`src/rtl/blcam_pkg.sv`:
```
// Shared state encodings and default timing for the camera sequencer blocks.
package blcam_pkg;

  typedef enum logic [2:0] {
    F_IDLE,
    F_PG,
    F_INT,
    F_TX,
    F_READ
  } frame_state_t;

  typedef enum logic [1:0] {
    R_WAIT,
    R_STRT,
    R_LDSH,
    R_RD
  } row_state_t;

  localparam int unsigned DEF_AW      = 10;
  localparam int unsigned DEF_NROWS   = 1024;
  localparam int unsigned DEF_NCOL_RD = 128;
  localparam int unsigned DEF_T_RSTRT = 2;
  localparam int unsigned DEF_T_LDSH  = 4;
  localparam int unsigned DEF_T_PG    = 16;
  localparam int unsigned DEF_T_TX    = 8;
  localparam int unsigned EXPW        = 11;

  // Larger of two timing constants, used to size phase counters.
  function automatic int unsigned max2(input int unsigned a, input int unsigned b);
    return (a > b) ? a : b;
  endfunction

endpackage

```
`src/rtl/blrowphase.sv`:
```
// Row readout FSM: waits for th, then rstrt / ldshft / enrd phases and row advance.
module blrowphase
  import blcam_pkg::*;
#(
  parameter int unsigned AW      = DEF_AW,
  parameter int unsigned NROWS   = DEF_NROWS,
  parameter int unsigned NCOL_RD = DEF_NCOL_RD,
  parameter int unsigned T_RSTRT = DEF_T_RSTRT,
  parameter int unsigned T_LDSH  = DEF_T_LDSH
) (
  input  logic          clk,
  input  logic          init_n,
  input  logic          start_i,   // high while the frame is reading; low parks at row 0
  input  logic          th_i,
  output logic [AW-1:0] row_o,
  output logic          done_c,
  output logic          rstrt_c,
  output logic          ldshft_c,
  output logic          enrd_c,
  output logic          ovr_th_c
);

  localparam int unsigned CMAX = max2(NCOL_RD, max2(T_RSTRT, T_LDSH));
  localparam int unsigned CW   = $clog2(CMAX + 1);

  row_state_t    st_q, st_d;
  logic [AW-1:0] row_q, row_d;
  logic [CW-1:0] cnt_q, cnt_d;

  // Next-state: phase counter reloads on every entry, row advances on read exit.
  always_comb begin
    st_d     = st_q;
    row_d    = row_q;
    cnt_d    = cnt_q;
    done_c   = 1'b0;
    if (!start_i) begin
      st_d  = R_WAIT;
      row_d = '0;
      cnt_d = '0;
    end else begin
      case (st_q)
        R_WAIT: begin
          if (th_i) begin
            st_d  = R_STRT;
            cnt_d = CW'(T_RSTRT - 1);
          end
        end
        R_STRT: begin
          if (cnt_q == '0) begin
            st_d  = R_LDSH;
            cnt_d = CW'(T_LDSH - 1);
          end else begin
            cnt_d = cnt_q - CW'(1);
          end
        end
        R_LDSH: begin
          if (cnt_q == '0) begin
            st_d  = R_RD;
            cnt_d = CW'(NCOL_RD - 1);
          end else begin
            cnt_d = cnt_q - CW'(1);
          end
        end
        R_RD: begin
          if (cnt_q == '0) begin
            st_d  = R_WAIT;
            cnt_d = '0;
            if (row_q == AW'(NROWS - 1)) begin
              row_d  = '0;
              done_c = 1'b1;
            end else begin
              row_d = row_q + AW'(1);
            end
          end else begin
            cnt_d = cnt_q - CW'(1);
          end
        end
        default: st_d = R_WAIT;
      endcase
    end
  end

  // Phase decodes, gated so an abort clears them before the state catches up.
  always_comb begin
    rstrt_c  = start_i && (st_q == R_STRT);
    ldshft_c = start_i && (st_q == R_LDSH);
    enrd_c   = start_i && (st_q == R_RD);
    ovr_th_c = start_i && th_i && (st_q != R_WAIT);
    row_o    = start_i ? row_q : '0;
  end

  // State, row and phase registers.
  always_ff @(posedge clk) begin
    if (!init_n) begin
      st_q  <= R_WAIT;
      row_q <= '0;
      cnt_q <= '0;
    end else begin
      st_q  <= st_d;
      row_q <= row_d;
      cnt_q <= cnt_d;
    end
  end

endmodule

```
`src/rtl/blrowseq.sv`:
```
// Frame sequencer: global reset, integration, transfer, then row readout; outputs registered.
module blrowseq
  import blcam_pkg::*;
#(
  parameter int unsigned AW      = DEF_AW,
  parameter int unsigned NROWS   = DEF_NROWS,
  parameter int unsigned NCOL_RD = DEF_NCOL_RD,
  parameter int unsigned T_RSTRT = DEF_T_RSTRT,
  parameter int unsigned T_LDSH  = DEF_T_LDSH,
  parameter int unsigned T_PG    = DEF_T_PG,
  parameter int unsigned T_TX    = DEF_T_TX
) (
  input  logic            clk,
  input  logic            init_n,
  input  logic            en,
  input  logic            tv,
  input  logic            th,
  input  logic [EXPW-1:0] iexp,
  output logic [AW-1:0]   arow,
  output logic            rstrt,
  output logic            ldshft,
  output logic            enrd,
  output logic            ipg,
  output logic            lrst,
  output logic            itx,
  output logic            oint,
  output logic            busy,
  output logic            ovr
);

  localparam int unsigned FCW = $clog2(max2(T_PG, T_TX) + 1);

  frame_state_t    fst_q, fst_d;
  logic [FCW-1:0]  fcnt_q, fcnt_d;
  logic [EXPW-1:0] thcnt_q, thcnt_d;
  logic [EXPW-1:0] exp_q, exp_d;

  logic [AW-1:0] arow_q, arow_d;
  logic rstrt_q, ldshft_q, enrd_q, pg_q, itx_q, oint_q, busy_q, ovr_q;
  logic rstrt_d, ldshft_d, enrd_d, pg_d, itx_d, oint_d, busy_d, ovr_d;

  logic          row_start;
  logic [AW-1:0] row_num;
  logic          row_done_c, row_rstrt_c, row_ldshft_c, row_enrd_c, row_ovr_th_c;

  assign row_start = en && (fst_q == F_READ);

  blrowphase #(
    .AW      (AW),
    .NROWS   (NROWS),
    .NCOL_RD (NCOL_RD),
    .T_RSTRT (T_RSTRT),
    .T_LDSH  (T_LDSH)
  ) u_rowphase (
    .clk      (clk),
    .init_n   (init_n),
    .start_i  (row_start),
    .th_i     (th),
    .row_o    (row_num),
    .done_c   (row_done_c),
    .rstrt_c  (row_rstrt_c),
    .ldshft_c (row_ldshft_c),
    .enrd_c   (row_enrd_c),
    .ovr_th_c (row_ovr_th_c)
  );

  // Frame next-state, exposure latch and th counting.
  always_comb begin
    fst_d   = fst_q;
    fcnt_d  = fcnt_q;
    thcnt_d = thcnt_q;
    exp_d   = exp_q;
    if (!en) begin
      fst_d   = F_IDLE;
      fcnt_d  = '0;
      thcnt_d = '0;
    end else begin
      case (fst_q)
        F_IDLE: begin
          if (tv) begin
            fst_d   = F_PG;
            fcnt_d  = FCW'(T_PG - 1);
            thcnt_d = '0;
            exp_d   = (iexp == '0) ? EXPW'(1) : iexp;
          end
        end
        F_PG: begin
          if (fcnt_q == '0) fst_d = F_INT;
          else              fcnt_d = fcnt_q - FCW'(1);
        end
        F_INT: begin
          if (thcnt_q == exp_q) begin
            fst_d  = F_TX;
            fcnt_d = FCW'(T_TX - 1);
          end else if (th) begin
            thcnt_d = thcnt_q + EXPW'(1);
          end
        end
        F_TX: begin
          if (fcnt_q == '0) begin
            fst_d  = F_READ;
            fcnt_d = '0;
          end else begin
            fcnt_d = fcnt_q - FCW'(1);
          end
        end
        F_READ: begin
          if (row_done_c) fst_d = F_IDLE;
        end
        default: fst_d = F_IDLE;
      endcase
    end
  end

  // Output decode of the current state; en low forces everything quiet.
  always_comb begin
    pg_d     = en && (fst_q == F_PG);
    oint_d   = en && (fst_q == F_INT);
    itx_d    = en && (fst_q == F_TX);
    busy_d   = en && (fst_q != F_IDLE);
    rstrt_d  = row_rstrt_c;
    ldshft_d = row_ldshft_c;
    enrd_d   = row_enrd_c;
    arow_d   = row_num;
    ovr_d    = row_ovr_th_c || (en && tv && (fst_q != F_IDLE));
  end

  // Frame state and output registers.
  always_ff @(posedge clk) begin
    if (!init_n) begin
      fst_q    <= F_IDLE;
      fcnt_q   <= '0;
      thcnt_q  <= '0;
      exp_q    <= '0;
      arow_q   <= '0;
      rstrt_q  <= 1'b0;
      ldshft_q <= 1'b0;
      enrd_q   <= 1'b0;
      pg_q     <= 1'b0;
      itx_q    <= 1'b0;
      oint_q   <= 1'b0;
      busy_q   <= 1'b0;
      ovr_q    <= 1'b0;
    end else begin
      fst_q    <= fst_d;
      fcnt_q   <= fcnt_d;
      thcnt_q  <= thcnt_d;
      exp_q    <= exp_d;
      arow_q   <= arow_d;
      rstrt_q  <= rstrt_d;
      ldshft_q <= ldshft_d;
      enrd_q   <= enrd_d;
      pg_q     <= pg_d;
      itx_q    <= itx_d;
      oint_q   <= oint_d;
      busy_q   <= busy_d;
      ovr_q    <= ovr_d;
    end
  end

  assign arow   = arow_q;
  assign rstrt  = rstrt_q;
  assign ldshft = ldshft_q;
  assign enrd   = enrd_q;
  assign ipg    = pg_q;
  assign lrst   = pg_q;
  assign itx    = itx_q;
  assign oint   = oint_q;
  assign busy   = busy_q;
  assign ovr    = ovr_q;

endmodule

```
`config.mk`:
```
export PLATFORM = sky130hd
export DESIGN_NAME = blrowseq
export DESIGN_NICKNAME = d
export VERILOG_FILES = /design/src/rtl/blcam_pkg.sv /design/src/rtl/blrowphase.sv /design/src/rtl/blrowseq.sv
export SDC_FILE = /design/constraint.sdc
export NUM_CORES = 1
export LEC_CHECK = 0
export ABC_CLOCK_PERIOD_IN_PS = 6600
export CAP_MARGIN = 0
export CORE_MARGIN = 1
export CORE_UTILIZATION = 55
export CTS_CLUSTER_SIZE = 28
export DETAILED_ROUTE_END_ITERATION = 7
export DONT_BUFFER_PORTS = 1
export PLACE_DENSITY = 0.78
export SYNTH_ARGS = -nofsm -noshare
export SYNTH_HDL_FRONTEND = slang
export SYNTH_HIERARCHICAL = 1
export SYNTH_SLANG_ARGS = --single-unit
```
`constraint.sdc`:
```
create_clock -name clk -period 6.6 [get_ports clk]
set_input_delay 1.32 -clock clk [delete_from_list [all_inputs] [get_ports clk]]
set_output_delay 1.32 -clock clk [all_outputs]
set_load 0.1 [all_outputs]
```
# Yosys cells after proc, flatten, opt, wreduce, memory -nomap -nowiden
# Cells that the tools add are included.
# Widths: inputs -> output; s select.
# totals
register_bits	68
romBits	0
output_inout_bits	19
ram_bits	0
word_cells	102
latch_bits	0
n_memories	0
# classes
muxes	31
magnitude_cmp	0
add_sub_neg	4
multipliers	0
n_bitwise	0
shift	0
reduce_logical	30
eq_ne	21
div_mod_pow	0
# ops
op	count
$mux 11	4
$mux 8	4
$pmux 8 s4	1
$pmux 11 s2	1
$mux 5	4
$pmux 5 s4	1
$ne 2x2->1 const B	9
$mux 3	5
$pmux 3 s5	1
$logic_and 1x1->1	12
$reduce_and 4->1	3
$add 11x1->11 const B	1
$eq 11x11->1	1
$logic_not 11->1	1
$add 10x1->10 const B	1
$eq 10x10->1 const B	1
$mux 10	1
$logic_not 8->1	1
$mux 2	4
$pmux 2 s4	1
$sub 8x1->8 const B	1
$eq 3x2->1 const B	2
$ne 2x1->1 const B	3
$reduce_and 2->1	3
other kinds (15)	20

# Logic depth before layout (Yosys ltp)
# Gate-level depths: netlist of run 1.
# depth
depth_word	7
depth_mapped	9

# By module
# The synthesis of run 1 kept the hierarchy.
# modules_own_cells
module	seq_area_each_um2	area_per_inst_um2	n_inst	cells_each
blrowseq	960.9	2163.3	1	245
blrowphase	400.4	1243.7	1	149

# Worst setup path after synthesis of run 1
# OpenSTA, ideal clock, no wires.
# synth_path
path_kind	register to output
from	reg pg_q (netlist: ipg)
to	out lrst
path_stages_with_launch	2
setup_slack_ns	3.924
n_path_buf	1
arrival_ns	1.356
path_cell_list	dfxtp_1 > buf_4
# synth_rtl
element	line_no	source
start, declared	blrowseq.sv:39	logic rstrt_q, ldshft_q, enrd_q, pg_q, itx_q, oint_q, busy_q, ovr_q;
start signal, assigned	blrowseq.sv:153	pg_q <= pg_d;
end, declared	blrowseq.sv:24	output logic lrst,
# No word-level cell between the ends.

# Final worst setup path of run 1
# layout_path
from	in en
to	reg u_rowphase.cnt_q[1]
# layout_via
elab_chain_len	2
# layout_rtl
element	line_no	source
start, declared	blrowseq.sv:15	input logic en,
$logic_and 1x1->1	blrowseq.sv:46	assign row_start = en && (fst_q == F_READ);
$reduce_and 2->1 (no line)	--	
end signal, assigned	blrowphase.sv:101	cnt_q <= cnt_d;
end, declared	blrowphase.sv:28	logic [CW-1:0] cnt_q, cnt_d;
# Every way passes these cells.
# A chain may end at the register's enable or synchronous reset.

==> flow_metrics.env, run 1 <==
export IMPL_status="completed"
export IMPL_viasPerCell=5.99
export IMPL_final_hold_violation_count=0
export IMPL_ys_flop_type="dfxtp_1"
export IMPL_cp_required_ps=6890
export IMPL_power_density_nw_per_um2=238
export IMPL_max_freq_mhz=318
export IMPL_synth_top_cell_area_share=0.400
export IMPL_root_buffer="clkbuf_8"
export IMPL_htreeDepth=3
export IMPL_crit_path_start_kind="input port"
export IMPL_coreArea_um2=5960
export IMPL_syn_to_final_growth_pct=7.68
export IMPL_crit_fanout=16
export IMPL_netlist_top_cells_count="dfxtp_1, nand2_1, and2_1"
export IMPL_seq_area_frac_synth=0.400
export IMPL_ys_types=63
export IMPL_routed_wirelength_um=7170
export IMPL_p_leak_nw=1.23
export IMPL_initial_core_util=0.572
export IMPL_dpl_cell_area_um2=3430
export IMPL_postLayoutCoreUtil=0.616
export IMPL_cts_hold_buf=0
export IMPL_grt_overflow=0
export IMPL_grt_setup_unrepaired="false"
export IMPL_fin_worst_skew_ps=9.07
export IMPL_synth_area_top_cells="dfxtp_1, and2_1, nand2_1"
export IMPL_cts_made_buffers=9
export IMPL_syn_area_um2=3410
export IMPL_postCtsSetupBuffers=0
export IMPL_place_ws_ps=3210
export IMPL_grt_usage=0.237
export IMPL_drc=0
export IMPL_port_buffers=0
export IMPL_grt_pass1_vias=2539
export IMPL_grt_pass1_wl_um=11800
export IMPL_row_count=28
export IMPL_die_h_um=80.7
export IMPL_peakVddDrop_v=0.000155
export IMPL_ys_warn_count=6
export IMPL_grt_max_degree=30
export IMPL_die_x_um=80.7
export IMPL_maxCapViolations=0
export IMPL_dr_pass1_iters=5
export IMPL_fillers=492
export IMPL_place_congestion=0.812
export IMPL_cts_tree="done"
export IMPL_relSlewSlack=0.239
export IMPL_antennaDiodeCount=0
export IMPL_fin_crit_sh=0.476
export IMPL_tightestPinTransition_ps=1130
export IMPL_min_path_type="reg -> reg"
export IMPL_cts_sinks=68
export IMPL_vias=2796
export IMPL_setup_viol=0
export IMPL_fin_area_um2=3670
export IMPL_final_net_count=412
export IMPL_io_pins=35
export IMPL_dpl_hpwl_um=5000
export IMPL_crit_type="in -> reg"
export IMPL_die_area_um2=6510
export IMPL_antenna_found_initial=0
export IMPL_cp_data_arrival_time_ps=3430
export IMPL_clk_pin_slew_worst_paths_ps=70
export IMPL_cp_end_kind="flop"
export IMPL_synthArstFlopShare=0
export IMPL_drtIter0Drc=217
export IMPL_synth_edf_count=0
export IMPL_synth_top_area_cell="dfxtp_1"
export IMPL_syn_area_per_cell_um2=8.65
export IMPL_synth_most_common_cell="dfxtp_1"
export IMPL_ys_seq_elements=68
export IMPL_setup_tns_ps=0
export IMPL_clk_latency_ps=350
export IMPL_drive_gt1_frac=0.0893
export IMPL_cts_buffer_depth=2
export IMPL_cts_resized=0
export IMPL_power_total_mw=0.871
export IMPL_setup_ws_ps=3460
export IMPL_wl_per_cell_um=15.3
export IMPL_ant_nets=0
export IMPL_period_needed_ps=3140
export IMPL_synth_nets=419
export IMPL_syn_inst=394
export IMPL_slew_violations=0
[routing by layer]
layer | part of all wire | vias to the layer above | track usage
li1 | - | 1409 | -
met1 | 0.46 | 1347 | 0.294
met2 | 0.50 | 32 | 0.397
met3 | 0.025 | 8 | 0.0591
met4 | 0.014 | 0 | 0.0786
met5 | 0 | - | 0
[path summary, 6_finish.rpt]
kind / from / end / slack [ps] / cells past startpoint
setup reg to reg: fst_q[1]$_SDFFE_PN0P_ / u_rowphase/cnt_q[1]$_SDFFE_PN0N_ / 3580 / 4
setup / recovery: en / u_rowphase/cnt_q[1]$_SDFFE_PN0N_ / 3460 / 4
hold / removal: fcnt_q[4]$_SDFFE_PN0P_ / fcnt_q[4]$_SDFFE_PN0P_ / 470 / 1
hold reg to reg: fcnt_q[4]$_SDFFE_PN0P_ / fcnt_q[4]$_SDFFE_PN0P_ / 470 / 1
[cell usage in the layout, fill, tap and decap left out, types with 2 or more instances in the layout]
master	Yosys	routed
bufinv_16	0	2
o311a_1	2	2
a21boi_0	10	10
or4_1	5	5
a31oi_1	7	7
a211oi_2	2	2
and2_1	29	29
a221oi_1	2	2
ha_1	9	9
xor2_1	6	6
xnor2_1	15	15
a21oi_1	10	10
o211ai_1	2	2
inv_1	13	13
o31ai_1	4	4
nor4b_1	3	3
o21a_1	3	3
o21ai_0	13	13
o311ai_0	5	5
clkbuf_8	0	11
nand3b_1	2	2
nand4_1	10	10
clkinvlp_4	0	2
dfxtp_1	68	67
or3_4	2	2
nor2_1	23	23
nand3_1	14	14
a211oi_1	5	5
or3_1	4	4
nor4_1	9	9
nand2_1	45	45
mux2i_1	2	2
or2_2	3	3
nor2b_1	2	2
nand2b_1	5	5
and3_1	3	3
nor3_1	12	12
[state kept, by name, indices dropped and copies added, names as in the netlist, 2 cells and up]
register          count
arow                 10
fcnt_q                5
fst_q                 3
u_rowphase/st_q       2
exp_q                11
u_rowphase/row_q     10
thcnt_q              11
u_rowphase/cnt_q      8
[where the power goes]
group          total [mW]  internal [mW]  switching (mW)
Sequential          0.427          0.416          0.0108
Clock               0.396          0.234           0.163
Combinational      0.0482         0.0177          0.0304
[stage by stage]
stage	hold WS (ps)	std cells
floorplan	445	394
global placement	455	451
detailed placement	464	451
CTS	476	467
global route	479	467
finish	469	467
[kinds of logic after synthesis]
kind of cell    synth area share
buf+inv                   0.0364
compound gates             0.167
xor+xnor                  0.0540
flops                      0.400
mux                      0.00588
fa+ha+maj                 0.0331
simple gates               0.304
[area by class of cell]
cell class                      instances  area, um2  area share
Multi-Input combinational cell        295       1930       0.526
Sequential cell                        68       1360       0.371
Clock buffer                           11        151      0.0413
Tap cell                               75       93.8      0.0256
Clock inverter                          5       83.8      0.0229
Inverter                               13       48.8      0.0133
[critical path: stages]
cell and delay [ps]:
nor4bb_2 870, nand2_1 510, a2111oi_0 540, a32o_1 180
Note: power is estimated with default switching activity, not from simulation.
==> run 2: changes to the inputs <==
--- a/config.mk
+++ b/config.mk
@@ -5,7 +5,7 @@
 export SDC_FILE = /design/constraint.sdc
 export NUM_CORES = 1
 export LEC_CHECK = 0
-export ABC_CLOCK_PERIOD_IN_PS = 6600
+export ABC_CLOCK_PERIOD_IN_PS = 3100
 export CAP_MARGIN = 0
 export CORE_MARGIN = 1
 export CORE_UTILIZATION = 55
==> constraint.sdc (replaced) <==
create_clock -name clk -period 3.1 [get_ports clk]
set_input_delay 0.62 -clock clk [delete_from_list [all_inputs] [get_ports clk]]
set_output_delay 0.62 -clock clk [all_outputs]
set_load 0.1 [all_outputs]
==> run 2 against run 1 <==
Critical path depth grew 4. Highest routed layer unchanged. Die area unchanged. Flip-flop and latch count is the same. Combinational power is 120% higher. Wire length up 1.5%. Count of clock-buffer cells in the layout down 1.
==> flow_metrics.env, run 2 (synthesized netlist as in run 1, its figures left out) <==
export IMPL_status="completed"
export IMPL_initial_core_util=0.572
export IMPL_row_count=28
export IMPL_cp_end_kind="flop"
export IMPL_vias=2860
export IMPL_cts_sinks=68
export IMPL_period_needed_ps=2300
export IMPL_cts_tree="done"
export IMPL_htreeDepth=3
export IMPL_relSlewSlack=0.336
export IMPL_place_inst=454
export IMPL_drive_gt1_frac=0.0962
export IMPL_coreArea_um2=5960
export IMPL_dr_pass1_iters=4
export IMPL_antennaDiodeCount=0
export IMPL_syn_to_final_growth_pct=7.34
export IMPL_setup_ws_ps=800
export IMPL_tightestPinTransition_ps=990
export IMPL_viasPerCell=6.09
export IMPL_place_ws_ps=806
export IMPL_clk_latency_ps=350
export IMPL_grt_pass1_vias=2663
export IMPL_min_path_type="in -> reg"
export IMPL_grt_overflow=0
export IMPL_cts_resized=0
export IMPL_drtIter0Drc=194
export IMPL_p_leak_nw=1.23
export IMPL_setup_viol=0
export IMPL_die_area_um2=6510
export IMPL_dpl_hpwl_um=5180
export IMPL_io_pins=35
export IMPL_rrSetupSlack_ps=800
export IMPL_setup_tns_ps=0
export IMPL_mostFrequentLayoutCells="dfxtp_1, nand2_1, and2_1, nor2_1, xnor2_1"
export IMPL_crit_path_start_kind="flop"
export IMPL_grt_setup_unrepaired="false"
export IMPL_power_density_nw_per_um2=481
export IMPL_power_total_mw=1.76
export IMPL_final_hold_violation_count=0
export IMPL_cts_made_buffers=9
export IMPL_routed_wirelength_um=7280
export IMPL_fillers=536
export IMPL_cts_buffer_depth=2
export IMPL_layout_cells_non_filler=470
export IMPL_root_buffer="clkbuf_8"
export IMPL_fin_worst_skew_ps=10.1
export IMPL_die_x_um=80.7
export IMPL_crit_fanout=8
export IMPL_slew_violations=0
export IMPL_maxCapViolations=0
export IMPL_grt_max_degree=30
export IMPL_drc=0
export IMPL_fin_area_um2=3660
export IMPL_cp_data_arrival_time_ps=2530
export IMPL_grt_pass1_wl_um=12000
export IMPL_postCtsSetupBuffers=0
export IMPL_final_common_cell="dfxtp_1"
export IMPL_port_buffers=0
export IMPL_cts_hold_buf=0
export IMPL_dpl_cell_area_um2=3460
export IMPL_max_freq_mhz=435
export IMPL_final_net_count=415
export IMPL_cp_required_ps=3330
export IMPL_die_h_um=80.7
export IMPL_wl_per_cell_um=15.5
export IMPL_ant_nets=0
export IMPL_reg_top3="exp_q (11), thcnt_q (11)"
export IMPL_clk_pin_slew_worst_paths_ps=80
export IMPL_peakVddDrop_v=0.000336
export IMPL_fin_crit_sh=0.742
export IMPL_place_congestion=0.858
export IMPL_crit_type="reg -> reg"
export IMPL_grt_usage=0.240
export IMPL_antenna_found_initial=0
## run 2: power by group
group	internal, mW	switching [mW]
logic	0.0389	0.0661
clock network	0.392	0.355
registers	0.886	0.0213
total	1.32	0.442
## run 2: worst paths after layout
path / startpoint / to / cells past startpoint
worst max-delay path: u_rowphase/cnt_q[0]$_SDFFE_PN0N_ / fst_q[2]$_SDFFE_PN0P_ / 8
worst min-delay path: init_n / arow[6]$_SDFF_PN0_ / 1
worst max register to register: u_rowphase/cnt_q[0]$_SDFFE_PN0N_ / fst_q[2]$_SDFFE_PN0P_ / 8
worst min register to register: fcnt_q[4]$_SDFFE_PN0P_ / fcnt_q[4]$_SDFFE_PN0P_ / 1
## run 2: critical path, stage by stage (launching register included)
cell     delay, ps
dfxtp_1        330
inv_1          110
ha_1           260
or3b_1         500
or3_4          470
nor3_1         240
nor4b_1         80
a21oi_1        140
nor2_1          50
## run 2: area by class of cell
| cell class | instances | area [um2] | area share |
|---|---|---|---|
| inverters | 13 | 48.8 | 0.0133 |
| multi-input cells | 295 | 1930 | 0.527 |
| clock inverters | 6 | 63.8 | 0.0174 |
| clock buffers | 10 | 138 | 0.0376 |
| flip-flops and latches | 68 | 1360 | 0.373 |
| well taps | 75 | 93.8 | 0.0257 |
| repair buffers | 3 | 22.5 | 0.00616 |
## run 2: stage by stage
stage                     utilization  hold slack (ps)
after floorplan                     -              445
after detailed placement        0.580              461
final                           0.614              397
after global routing            0.614              381
after CTS                       0.614              380
after global placement          0.580              454
## run 2: layer usage
| layer | wire (um) | vias to the layer above | track usage |
|---|---|---|---|
| li1 | - | 1410 | - |
| met1 | 3350 | 1386 | 0.298 |
| met2 | 3530 | 50 | 0.394 |
| met3 | 234 | 14 | 0.0511 |
| met4 | 166 | 0 | 0.111 |
| met5 | 0 | - | 0 |
